File: src/rtl/mixer_pkg.sv
// Shared definitions for the multiplier-sharing scheduler slice.
//   state_t : scheduler FSM states (IDLE -> ISSUE -> WAIT_RESULT -> DELIVER)
//   CNT_W   : width of the saturating overflow statistics counter
package mixer_pkg;

  localparam int unsigned CNT_W = 16;

  typedef enum logic [1:0] {
    ST_IDLE,
    ST_ISSUE,
    ST_WAIT_RESULT,
    ST_DELIVER
  } state_t;

endpackage

File: src/rtl/rr_grant.sv
// Round-robin winner selection for the multiplier-sharing scheduler.
// Searches upward from (last_grant + 1) mod NR_OF_REQ_P and reports the
// first requester with its req bit set.
// Ports:
//   req        : per-requester request vector
//   last_grant : index of the requester served most recently
//   grant_id   : index of the winning requester (valid when any = 1)
//   any        : at least one request is pending
module rr_grant #(
  parameter int NR_OF_REQ_P = 4
) (
  input  logic [NR_OF_REQ_P-1:0]         req,
  input  logic [$clog2(NR_OF_REQ_P)-1:0] last_grant,
  output logic [$clog2(NR_OF_REQ_P)-1:0] grant_id,
  output logic                           any
);

  localparam int ID_W = $clog2(NR_OF_REQ_P);

  logic [ID_W-1:0] idx;

  // Offset 1 is checked first, so the previous winner has lowest priority.
  always_comb begin
    grant_id = '0;
    any      = 1'b0;
    idx      = '0;
    for (int unsigned i = 1; i <= NR_OF_REQ_P; i++) begin
      idx = ID_W'((32'(last_grant) + i) % NR_OF_REQ_P);
      if (!any && req[idx]) begin
        any      = 1'b1;
        grant_id = idx;
      end
    end
  end

endmodule

File: src/rtl/mul_share_scheduler.sv
// Time-shares one multiplier between NR_OF_REQ_P requesters, one transaction
// in flight at a time, with round-robin arbitration.
// Ports:
//   clk, rst_n                      : clock, asynchronous active-low reset
//   req_valid/req_ready             : per-requester request handshake
//                                     (req_ready is the only combinational output)
//   req_multiplicand/req_multiplier : per-requester signed operands
//   mul_ing_*                       : multiplier ingress (valid/ready + operands)
//   mul_egr_*                       : multiplier egress, no backpressure
//   rsp_valid/rsp_ready             : per-requester response handshake
//   rsp_product/rsp_overflow        : shared response data bus
//   sr_busy, sr_grant_id            : status (not idle, current grant)
//   sr_overflow_cnt                 : saturating count of overflowing responses
//   sr_spurious                     : sticky flag, egress valid seen outside WAIT_RESULT
// Build option:
//   MUL_SHARE_SATURATE_EN : replace overflowing products with the signed
//                           max/min chosen by the operand signs.
module mul_share_scheduler
  import mixer_pkg::*;
#(
  parameter int NR_OF_REQ_P = 4,
  parameter int N_BITS_P    = 24
) (
  input  logic                                  clk,
  input  logic                                  rst_n,
  input  logic [NR_OF_REQ_P-1:0]                req_valid,
  output logic [NR_OF_REQ_P-1:0]                req_ready,
  input  logic [NR_OF_REQ_P-1:0][N_BITS_P-1:0]  req_multiplicand,
  input  logic [NR_OF_REQ_P-1:0][N_BITS_P-1:0]  req_multiplier,
  output logic                                  mul_ing_valid,
  input  logic                                  mul_ing_ready,
  output logic [N_BITS_P-1:0]                   mul_ing_multiplicand,
  output logic [N_BITS_P-1:0]                   mul_ing_multiplier,
  input  logic                                  mul_egr_valid,
  input  logic [N_BITS_P-1:0]                   mul_egr_product,
  input  logic                                  mul_egr_overflow,
  output logic [NR_OF_REQ_P-1:0]                rsp_valid,
  input  logic [NR_OF_REQ_P-1:0]                rsp_ready,
  output logic [N_BITS_P-1:0]                   rsp_product,
  output logic                                  rsp_overflow,
  output logic                                  sr_busy,
  output logic [$clog2(NR_OF_REQ_P)-1:0]        sr_grant_id,
  output logic [CNT_W-1:0]                      sr_overflow_cnt,
  output logic                                  sr_spurious
);

  localparam int ID_W = $clog2(NR_OF_REQ_P);

  state_t          state, state_nxt;
  logic [ID_W-1:0] last_grant;
  logic [ID_W-1:0] rr_id;
  logic            rr_any;
  logic            req_hs, ing_hs, egr_take, rsp_hs;
  logic [N_BITS_P-1:0] prod_sel;

  rr_grant #(
    .NR_OF_REQ_P(NR_OF_REQ_P)
  ) u_rr_grant (
    .req       (req_valid),
    .last_grant(last_grant),
    .grant_id  (rr_id),
    .any       (rr_any)
  );

  // Next-state and handshake decode. req_ready is driven here so the winner
  // sees ready in the same cycle its valid is high.
  always_comb begin
    state_nxt = state;
    req_ready = '0;
    req_hs    = 1'b0;
    ing_hs    = 1'b0;
    egr_take  = 1'b0;
    rsp_hs    = 1'b0;
    unique case (state)
      ST_IDLE: begin
        if (rr_any) begin
          req_ready[rr_id] = 1'b1;
          req_hs           = 1'b1;
          state_nxt        = ST_ISSUE;
        end
      end
      ST_ISSUE: begin
        if (mul_ing_ready) begin
          ing_hs    = 1'b1;
          state_nxt = ST_WAIT_RESULT;
        end
      end
      ST_WAIT_RESULT: begin
        if (mul_egr_valid) begin
          egr_take  = 1'b1;
          state_nxt = ST_DELIVER;
        end
      end
      ST_DELIVER: begin
        if (rsp_ready[sr_grant_id]) begin
          rsp_hs    = 1'b1;
          state_nxt = ST_IDLE;
        end
      end
      default: state_nxt = ST_IDLE;
    endcase
  end

`ifdef MUL_SHARE_SATURATE_EN
  localparam logic [N_BITS_P-1:0] SAT_MAX = {1'b0, {(N_BITS_P-1){1'b1}}};
  localparam logic [N_BITS_P-1:0] SAT_MIN = {1'b1, {(N_BITS_P-1){1'b0}}};

  // Operand signs differ -> true product is negative -> clamp to minimum.
  logic sign_diff;

  always_ff @(posedge clk or negedge rst_n) begin
    if (!rst_n) begin
      sign_diff <= 1'b0;
    end else if (req_hs) begin
      sign_diff <= req_multiplicand[rr_id][N_BITS_P-1] ^ req_multiplier[rr_id][N_BITS_P-1];
    end
  end

  always_comb begin
    prod_sel = mul_egr_product;
    if (mul_egr_overflow) begin
      prod_sel = sign_diff ? SAT_MIN : SAT_MAX;
    end
  end
`else
  always_comb begin
    prod_sel = mul_egr_product;
  end
`endif

  // Registered outputs are loaded from the next state so that valids and
  // busy change in the same cycle as the FSM itself.
  always_ff @(posedge clk or negedge rst_n) begin
    if (!rst_n) begin
      state                <= ST_IDLE;
      last_grant           <= ID_W'(NR_OF_REQ_P - 1);
      sr_grant_id          <= '0;
      mul_ing_valid        <= 1'b0;
      mul_ing_multiplicand <= '0;
      mul_ing_multiplier   <= '0;
      rsp_valid            <= '0;
      rsp_product          <= '0;
      rsp_overflow         <= 1'b0;
      sr_busy              <= 1'b0;
      sr_overflow_cnt      <= '0;
      sr_spurious          <= 1'b0;
    end else begin
      state         <= state_nxt;
      sr_busy       <= (state_nxt != ST_IDLE);
      mul_ing_valid <= (state_nxt == ST_ISSUE);

      rsp_valid <= '0;
      if (state_nxt == ST_DELIVER) begin
        rsp_valid[sr_grant_id] <= 1'b1;
      end

      if (req_hs) begin
        sr_grant_id          <= rr_id;
        mul_ing_multiplicand <= req_multiplicand[rr_id];
        mul_ing_multiplier   <= req_multiplier[rr_id];
      end

      if (egr_take) begin
        rsp_product  <= prod_sel;
        rsp_overflow <= mul_egr_overflow;
      end

      if (rsp_hs) begin
        last_grant <= sr_grant_id;
        if (rsp_overflow && (sr_overflow_cnt != '1)) begin
          sr_overflow_cnt <= sr_overflow_cnt + CNT_W'(1);
        end
      end

      if (mul_egr_valid && (state != ST_WAIT_RESULT)) begin
        sr_spurious <= 1'b1;
      end
    end
  end

  // ing_hs is kept for readability of the decode; the FSM already advances on it.
  logic unused_ing_hs;
  always_comb begin
    unused_ing_hs = ing_hs;
  end

endmodule

File: config.mk
export PLATFORM = sky130hd
export DESIGN_NAME = mul_share_scheduler
export DESIGN_NICKNAME = d
export VERILOG_FILES = /design/src/rtl/mixer_pkg.sv /design/src/rtl/rr_grant.sv /design/src/rtl/mul_share_scheduler.sv
export SDC_FILE = /design/constraint.sdc
export NUM_CORES = 1
export LEC_CHECK = 0
export ABC_AREA = 0
export BUFFER_PORTS_ARGS = -buffer_cell sky130_fd_sc_hd__buf_2
export CORE_AREA = 4 4 128 130
export CTS_CLUSTER_SIZE = 12
export DETAILED_ROUTE_END_ITERATION = 7
export DIE_AREA = 0 0 132 134
export PLACE_DENSITY = 0.67
export SETUP_SLACK_MARGIN = 0.3
export SLEW_MARGIN = 20
export SYNTH_ARGS = -nofsm -noshare
export SYNTH_HDL_FRONTEND = slang
export SYNTH_SLANG_ARGS = --single-unit
File: constraint.sdc
create_clock -name clk -period 3.3 [get_ports clk]
set_input_delay 0.33 -clock clk [delete_from_list [all_inputs] [get_ports clk]]
set_output_delay 0.33 -clock clk [all_outputs]
set_load 0.1 [all_outputs]
* After elaboration in Yosys (flattened, before gate mapping)
Index checks and enable logic that the tools add are counted.
** Operators by class
- Eq/ne operators :: 7
- Reduce and logical (&&, ||, !) cells :: 13
- Mux-type cells :: 40
- Order comparisons :: 8
- Add/subtract/negate cells :: 5
** Operators by type and width (number)
- binary-select mux 24 bit (select 2 bit) :: 2
- 2-to-1 mux 24 bit :: 2
- < comparator 2 x 3 -> 1 bit (second input constant) :: 6
- 2-to-1 mux 1 bit :: 17
- adder 16 x 1 -> 16 bit (second input constant) :: 1
- 2-to-1 mux 2 bit :: 8
- inequality test 16 bit (second input constant) :: 1
- 2-to-1 mux 4 bit :: 3
- binary-select mux 1 bit (select 2 bit) :: 5
- case mux 2 bit (4 select lines) :: 1
- logical AND 1 bit :: 7
- equality test 2 bit (second input constant) :: 3
- adder 2 x 1 -> 2 bit (second input constant) :: 2
- adder 2 bit (second input constant) :: 2
- demux 1 bit (select 2 bit) :: 2
- equality test 2 x 1 -> 1 bit (second input constant) :: 2
- >= comparator 2 x 1 -> 1 bit (second input constant) :: 2
- zero test 1 bit :: 3
- zero test 2 bit :: 1
- inequality test 2 bit (second input constant) :: 1
- AND reduction 2 bit :: 1
- nonzero test 2 bit :: 1
** Storage, ports and cells
- Output and inout port bits :: 102
- Register bits after elaboration :: 102
- Logic and storage cells :: 85
- Input bits :: 229

* Longest topological paths before layout
Gate-level depths: netlist (run 1).
- Word-level depth :: 19
- Gate-level depth with buffers :: 8
- Mapped depth without buffers :: 5

* Modules after synthesis
A second synthesis (run 1) with hierarchy kept.
** Unflattened totals
- Cells, all modules :: 357
- Area total of the unflattened synthesis :: 5316.3 um^2
** Modules (own cells, without submodules)
- mul_share_scheduler :: instances 1, cells each 343, area each 5225.0 um^2, seq. area each 2555.0 um^2
- rr_grant :: instances 1, cells each 14, area each 91.3 um^2, seq. area each 0.0 um^2

* Least setup slack after synthesis (run 1)
Ideal clock, no wire load.
- Path kind :: register to output
- Start :: reg last_grant[1]
- End :: out req_ready[2]
- Data required time :: 2.970 ns
- Arrival :: 3.452 ns
- Cell stages (with the launch flop) :: 7
- Setup slack :: -0.482 ns
- Buffers on the path :: 2
- Path through :: dfstp_2 -> buf_2 -> a31oi_1 -> a22oi_1 -> nand2_1 -> buf_1 -> a211oi_1
** Between the ends
- Word-level cells in the longest chain between the ends :: 19
- Elaborated cells on any way between the ends :: 33
- Those cells by class :: add/sub (4); order compare (2); mux (20); reduce/logical (7)
** Ends and longest elaborated chain
- from (decl) :: line mul_share_scheduler.sv:50 : logic [ID_W-1:0] last_grant;
- from (signal assigned) :: line mul_share_scheduler.sv:136 : last_grant <= ID_W'(NR_OF_REQ_P - 1);
- from (signal assigned) :: line mul_share_scheduler.sv:169 : last_grant <= sr_grant_id;
- adder 2 x 1 -> 2 bit :: line rr_grant.sv:28 : idx = ID_W'((32'(last_grant) + i) % NR_OF_REQ_P);
- binary-select mux 1 bit (select 2 bit) :: line rr_grant.sv:29 : if (!any && req[idx]) begin
- 2-to-1 mux 1 bit (not written as such) :: line rr_grant.sv:29
- 2-to-1 mux 1 bit :: line rr_grant.sv:29
- zero test 1 bit :: line rr_grant.sv:29
- logical AND 1 bit :: line rr_grant.sv:29
- 2-to-1 mux 1 bit :: line rr_grant.sv:29
- zero test 1 bit :: line rr_grant.sv:29
- (+3 left out)
- logical AND 1 bit :: line rr_grant.sv:29
- 2-to-1 mux 2 bit :: line rr_grant.sv:29
- < comparator 2 x 3 -> 1 bit (not written as such) / >= comparator 2 x 1 -> 1 bit (equally long branches) :: line mul_share_scheduler.sv:77 : req_ready[rr_id] = 1'b1;
- logical AND 1 bit (not written as such) :: line mul_share_scheduler.sv:77
- 2-to-1 mux 1 bit (not written as such) :: line mul_share_scheduler.sv:77
- demux 1 bit (select 2 bit) :: line mul_share_scheduler.sv:77
- 2-to-1 mux 4 bit (*) :: line mul_share_scheduler.sv:76 : if (rr_any) begin
- 2-to-1 mux 4 bit (*) :: line mul_share_scheduler.sv:74 : unique case (state)
- to (decl) :: line mul_share_scheduler.sv:27 : output logic [NR_OF_REQ_P-1:0] req_ready,
Every way passes the cells marked *; elsewhere a longest branch is shown, timed or not. The select of a mux whose other input is x is not followed.

* Final worst setup path (run 1)
- Start :: reg last_grant[1]
- End :: out req_ready[1]
Same word-level chain as after synthesis.

==> impl_metrics.tcl, run 1 <==
set metrics [dict create \
    synth_seq_cells 102 \
    post-route-min-period_ns 2.485 \
    initial_core_util_pct 34.65 \
    yosysWarnings 0 \
    async_flop_share_pct 100.0 \
    worstReg2RegEnd "mul_ing_multiplicand[4]$_DFFE_PN0P_" \
    setup_viol 0 \
    worst_pin_slew_ns 0.6908 \
    cts_tree "yes" \
    cts_buffers 9 \
    path_cells "mux2i_1 -> o22ai_1 -> nor2_4 -> nor2_2 -> buf_2" \
    nFillCells 1461 \
    path_clk_slew_ns 0.07 \
    reg2reg_slack_ns 0.99 \
    setup_tns_ns 0 \
    ys_seq_area_share_pct 48.69 \
    drt.antenna.violating_nets 0 \
    status "finished, final reports clean" \
    nets 1003 \
    fp.dieArea_sq_um 17690 \
    wl_per_cell_um 17.19 \
    hpwl_um 12690 \
    cts_root_buffer "clkbuf_16" \
    avgSynthCellArea_sq_um 11.56 \
    rsz0062_at_grt "no" \
    ys_types 45 \
    fmax_ghz 0.4024 \
    ctsHoldBuffers 0 \
    post_cts_resized 0 \
    hold_viol_final 0 \
    grt_pass1_vias 5104 \
    synth_cells 454 \
    gp_congestion 0.7620 \
    finalWorstSetupSlack_ns 0.8152 \
    track_usage_pct 18.60 \
    cts_setup_buffers 0 \
    cts_sinks 102 \
    die_width_um 132 \
    holdCritPathClass "in -> async" \
    cp_slowest_stage_delay_ns 0.59 \
    cp_max_fo 7 \
    endpoint_kind "output port" \
    area_delta_synth_final_pct 40.89 \
    cts.path.max_buffers 2 \
    via_per_inst 5.083 \
    route.detailed.drc 0 \
    clock_skew_ns 0.008032 \
    maxSlewViolCount 0 \
    port_buffers 330 \
    drt-total-wl_um 16610 \
    grt_max_degree 53 \
    reg2reg_depth 6 \
    layout_common_cells "buf_2 (329), dfrtp_1 (100), mux2i_1 (98), nand2_1 (58), o221ai_1 (48)" \
    critPathLaunchType "register" \
    htreeDepth 3 \
    antenna_cells 0 \
    place_ws_ns 0.9865 \
    mappedNetlistNets 684 \
    layout_commonest_cell "buf_2" \
    r2r-start "last_grant[1]$_DFFE_PN1P_" \
    relSlewSlack_pct 53.95 \
    cp_slowest_cell "dfstp_2" \
    drive_above_1_share_pct 51.29 \
    core_sq_um 15150 \
    grt_pass1_wl_um 26540 \
    rows 45 \
    period_share_pct 75.30 \
    worstPathRequired_ns 2.97 \
    cp.arrival_ns 2.15 \
    clock_latency_ns 0.34 \
    grt.overflow.total 0 \
    critical_path_class "reg -> out" \
    holdWs_ns 0.01686 \
    maxCapViolations 0 \
    via_count 4910 \
    drt_first_pass_iters 4 \
    drtIter0Drc 219 \
    antenna_found_initial 0 \
    io_pins 331 \
    synth-edff-count 0 \
    synth-main-ff-cell "dfrtp_1" \
    synth_area_sq_um 5248 \
    die_h_um 134 \
]
worst max-delay path, delay by kind of cell (launching register included):
family,cells,cell delay (ns)
muxes,1,0.09
buffers and inverters,1,0.45
DFF,1,0.59
AOI/OAI and AO/OA,1,0.38
and+or+nand+nor,2,0.30
state kept, by name, indices dropped and copies added (netlist names):
signal / count
last_grant: 2
mul_ing_valid: 1
state: 2
sr_busy: 1
rsp_product: 24
sr_spurious: 1
rsp_valid: 4
sr_grant_id: 2
mul_ing_multiplier: 24
sr_overflow_cnt: 16
rsp_overflow: 1
mul_ing_multiplicand: 24
cell families after synthesis:
logic type               Yosys count  share of synthesized area [%]
multiplexers                     126                          24.92
AND/OR/NAND/NOR                  108                          9.991
flip-flops                       102                          48.69
AO/OA/AOI/OAI                     65                          10.32
buffers and inverters             38                          3.505
XOR/XNOR                          14                          2.337
adder cells (fa/ha/maj)            1                         0.2384
through the flow:
| step | cells | instance area, sq um | utilization (%) |
|---|---|---|---|
| 2_1_floorplan | 454 | 5260 | - |
| 3_3_place_gp | 950 | 7101 | 46.88 |
| 3_5_place_dp | 950 | 7101 | 46.88 |
| 4_1_cts | 966 | 7393 | 48.81 |
| 5_1_grt | 966 | 7393 | 48.81 |
| 6_report | 966 | 7393 | 48.81 |
cell usage after synthesis (4+ instances only):
cell	n	share of area (%)
dfrtp_1	100	48
mux2i_1	98	19
nand2_1	60	4.3
o221ai_1	48	8.0
mux2_2	27	5.8
buf_2	15	1.4
nor2_1	12	0.86
clkbuf_1	10	0.72
xor2_1	8	1.3
nand4_1	7	0.83
inv_1	6	0.43
nor3_1	6	0.57
xnor2_1	6	1.0
a21oi_1	4	0.38
nand3_1	4	0.38
layout make-up:
class | count | area, sq um | share of cell area [%]
clock buffers | 11 | 252.7 | 3.419
inverters | 6 | 22.52 | 0.3046
clock inverters | 5 | 40.04 | 0.5415
repair buffers | 340 | 1754 | 23.73
multi-input cells | 314 | 2534 | 34.27
flip-flops and latches | 102 | 2555 | 34.56
well taps | 188 | 235.2 | 3.182
how the worst max path moves through the flow:
stage                                    from                              endpoint  slack (ns)  cells after the start
detailed placement  last_grant[1]$_DFFE_PN1P_  mul_ing_multiplicand[12]$_DFFE_PN0P_        0.99                      6
global route        last_grant[1]$_DFFE_PN1P_                          req_ready[1]        0.69                      5
CTS                 last_grant[1]$_DFFE_PN1P_                          req_ready[1]        0.81                      5
floorplan           last_grant[1]$_DFFE_PN1P_                          req_ready[3]        0.24                      7
global placement    last_grant[1]$_DFFE_PN1P_   mul_ing_multiplicand[9]$_DFFE_PN0P_        1.07                      6
finish              last_grant[1]$_DFFE_PN1P_                          req_ready[1]        0.82                      5
metal layers:
layer	vias to the layer above	routed length, um	share of wire [%]	global-route usage [%]
met2	237	8363	50	32.18
met4	0	387	2.3	7.176
met1	2329	6531	39	22.56
met3	23	1326	8.0	4.351
met5	-	0	0	0
li1	2321	-	-	-
Power of run 1 is left out: the tool's default activity adds up to more than one toggle a clock period on the data nets, which glitch-free logic cannot reach.
==> run 2, diff against run 1 <==
Settings changed: ABC_AREA 0 to 1, CORE_AREA 4 4 128 130 to 4 4 127 129, DIE_AREA 0 0 132 134 to 0 0 131 133, PLACE_DENSITY 0.67 to 0.72.
Clock period 3.3 ns to 2.41 ns, I/O delays scaled along.
==> run 2 against run 1 <==
Effect of this change: synthesized cell count rose by 73%; non-clock buffer count rose by 29; the flow now finishes with violations (negative setup slack); critical path type unchanged; wire length rose by 43%.
==> impl_metrics.tcl, run 2 <==
set metrics [dict create \
    status "finished with violations" \
    violations "negative setup slack" \
    via_per_inst 5.345 \
    die_h_um 133 \
    cp.arrival_ns 2.32 \
    port_buffers 330 \
    core_sq_um 15030 \
    layout_commonest_cell "buf_2" \
    grt_pass1_wl_um 35000 \
    wl_per_cell_um 18.15 \
    die_width_um 131 \
    async_flop_share_pct 100.0 \
    avgSynthCellArea_sq_um 7.514 \
    ys_seq_area_share_pct 43.32 \
    critical_path_class "reg -> out" \
    io_pins 331 \
    endpoint_kind "output port" \
    worst_pin_slew_ns 0.5907 \
    track_usage_pct 25.71 \
    yosysTopAreaCell "dfrtp_1" \
    synthMostInstantiatedCell "nand2_1" \
    hold_viol_final 0 \
    route.detailed.drc 0 \
    synth-main-ff-cell "dfrtp_1" \
    clock_skew_ns 0.01144 \
    grt_max_degree 97 \
    rows 45 \
    cts_root_buffer "clkbuf_16" \
    drt.antenna.violating_nets 0 \
    mappedNetlistNets 1015 \
    nets 1342 \
    nFillCells 1430 \
    ys_types 30 \
    synth_common_cells "nand2_1 (257), nand3_1 (250), dfrtp_1 (100)" \
    drive_above_1_share_pct 41.72 \
    synth_seq_cells 102 \
    synth_cells 785 \
    setup_viol 5 \
    hpwl_um 15740 \
    synth_area_sq_um 5898 \
    cts_sinks 102 \
    clock_latency_ns 0.35 \
    synth-edff-count 0 \
    grt.overflow.total 0 \
    multi_input_area_sq_um 3149 \
    area_delta_synth_final_pct 46.63 \
    regArea_sq_um 2580 \
    drtIter0Drc 415 \
    fmax_ghz 0.3903 \
    fp.dieArea_sq_um 17420 \
    worstPathRequired_ns 2.17 \
    grt_pass1_vias 6711 \
    cp_max_fo 8 \
    layout_common_cells "buf_2 (325), nand3_1 (248), nand2_1 (246), dfrtp_1 (88), mux2_2 (25)" \
    period_share_pct 106.3 \
    holdCritPathClass "in -> reg" \
    yosys.area.top_type_share_pct 42.43 \
    maxSlewViolCount 0 \
    cts.path.max_buffers 2 \
    relSlewSlack_pct 60.62 \
    via_count 6980 \
    drt-total-wl_um 23700 \
    initial_core_util_pct 39.23 \
    gp_congestion 0.8662 \
    post-route-min-period_ns 2.562 \
    largestRegisters "mul_ing_multiplicand x24, mul_ing_multiplier x24, rsp_product x24" \
    cts_buffers 9 \
    antenna_found_initial 4 \
    critPathLaunchType "register" \
    path_clk_slew_ns 0.07 \
    final_core_util_pct 57.53 \
    yosysWarnings 0 \
    yosys-top-cells-area "dfrtp_1 (42%), nand3_1 (21%), nand2_1 (16%), mux2_2 (4.8%), buf_2 (1.7%)" \
    drt_first_pass_iters 5 \
    maxCapViolations 0 \
    htreeDepth 3 \
    cts_tree "yes" \
    finalWorstSetupSlack_ns -0.1522 \
    rsz0062_at_grt "yes" \
]
==> run 2: area by class of cell <==
class	instances	area share [%]
inverters	22	1.128
multi-input cells	608	36.41
flip-flops and latches	102	29.83
repair buffers	369	26.53
diodes	1	0.02894
well taps	188	2.720
clock inverters	6	0.5787
clock buffers	10	2.763
==> run 2: logic make-up (layout without fill, tap and decap cells) <==
kind of cell	Yosys count	in the layout	synth area share (%)
mux	25	25	4.773
xor+xnor	15	15	2.227
other cells	0	1	0
simple gates	551	551	42.02
buf+inv	75	407	6.025
compound gates	16	16	1.421
flops	102	102	43.32
fa+ha+maj	1	1	0.2121
==> run 2: per-layer routing <==
layer | track usage [%] | routed length [um] | vias up
li1 | - | - | 3288
met1 | 31.70 | 9001 | 3267
met2 | 42.38 | 11620 | 367
met3 | 6.661 | 2327 | 52
met4 | 10.46 | 721 | 6
met5 | 0 | 37 | -
==> run 2: critical path, cell delays in order (launching register included) <==
cell	delay (ns)
dfstp_2	0.60
inv_4	0.08
nand2_2	0.08
nand2_1	0.05
nand2_1	0.07
nand2_2	0.09
nor2_4	0.19
nand3_4	0.14
nand2_4	0.13
nand2_8	0.08
nor3_4	0.25
buf_12	0.21
==> run 2: repair_timing <==
item,in CTS,in global routing
endpoints found under the setup margin,55,56
cloned,6,2
setup buffers,11,5
hold endpoints to repair,43,0
hold buffers,1,0
gates resized for setup,19,32
pin swaps,10,10
==> run 2: stage by stage <==
step / worst slack [ns] / cells / cell area (sq um) / hold slack, ns / TNS, ns
floorplan: -0.08566 / 785 / 5989 / -0.05459 / -0.1548
global placement: 0.1550 / 1264 / 7818 / 0.2792 / 0
detailed placement: 0.06771 / 1264 / 7818 / 0.2811 / 0
CTS: -0.1014 / 1298 / 8458 / 0.1056 / -0.3501
global route: -0.2593 / 1306 / 8648 / 0.1141 / -3.392
finish: -0.1522 / 1306 / 8648 / 0.1189 / -0.5802
==> run 2: path summary, 6_finish.rpt <==
path | startpoint | endpoint | slack, ns | cells past startpoint
worst max register to register | last_grant[0]$_DFFE_PN1P_ | sr_grant_id[1]$_DFFE_PN0P_ | -0.03 | 16
worst min register to register | sr_spurious$_DFFE_PN0P_ | sr_spurious$_DFFE_PN0P_ | 0.46 | 1
worst min-delay path | mul_egr_valid | sr_spurious$_DFFE_PN0P_ | 0.12 | 2
worst max-delay path | last_grant[0]$_DFFE_PN1P_ | req_ready[0] | -0.15 | 11
max in group asynchronous | rst_n | last_grant[0]$_DFFE_PN1P_ | 1.19 | 3
min in group asynchronous | rst_n | rsp_product[14]$_DFFE_PN0P_ | 0.45 | 2
Power of run 2 is left out for the same reason.
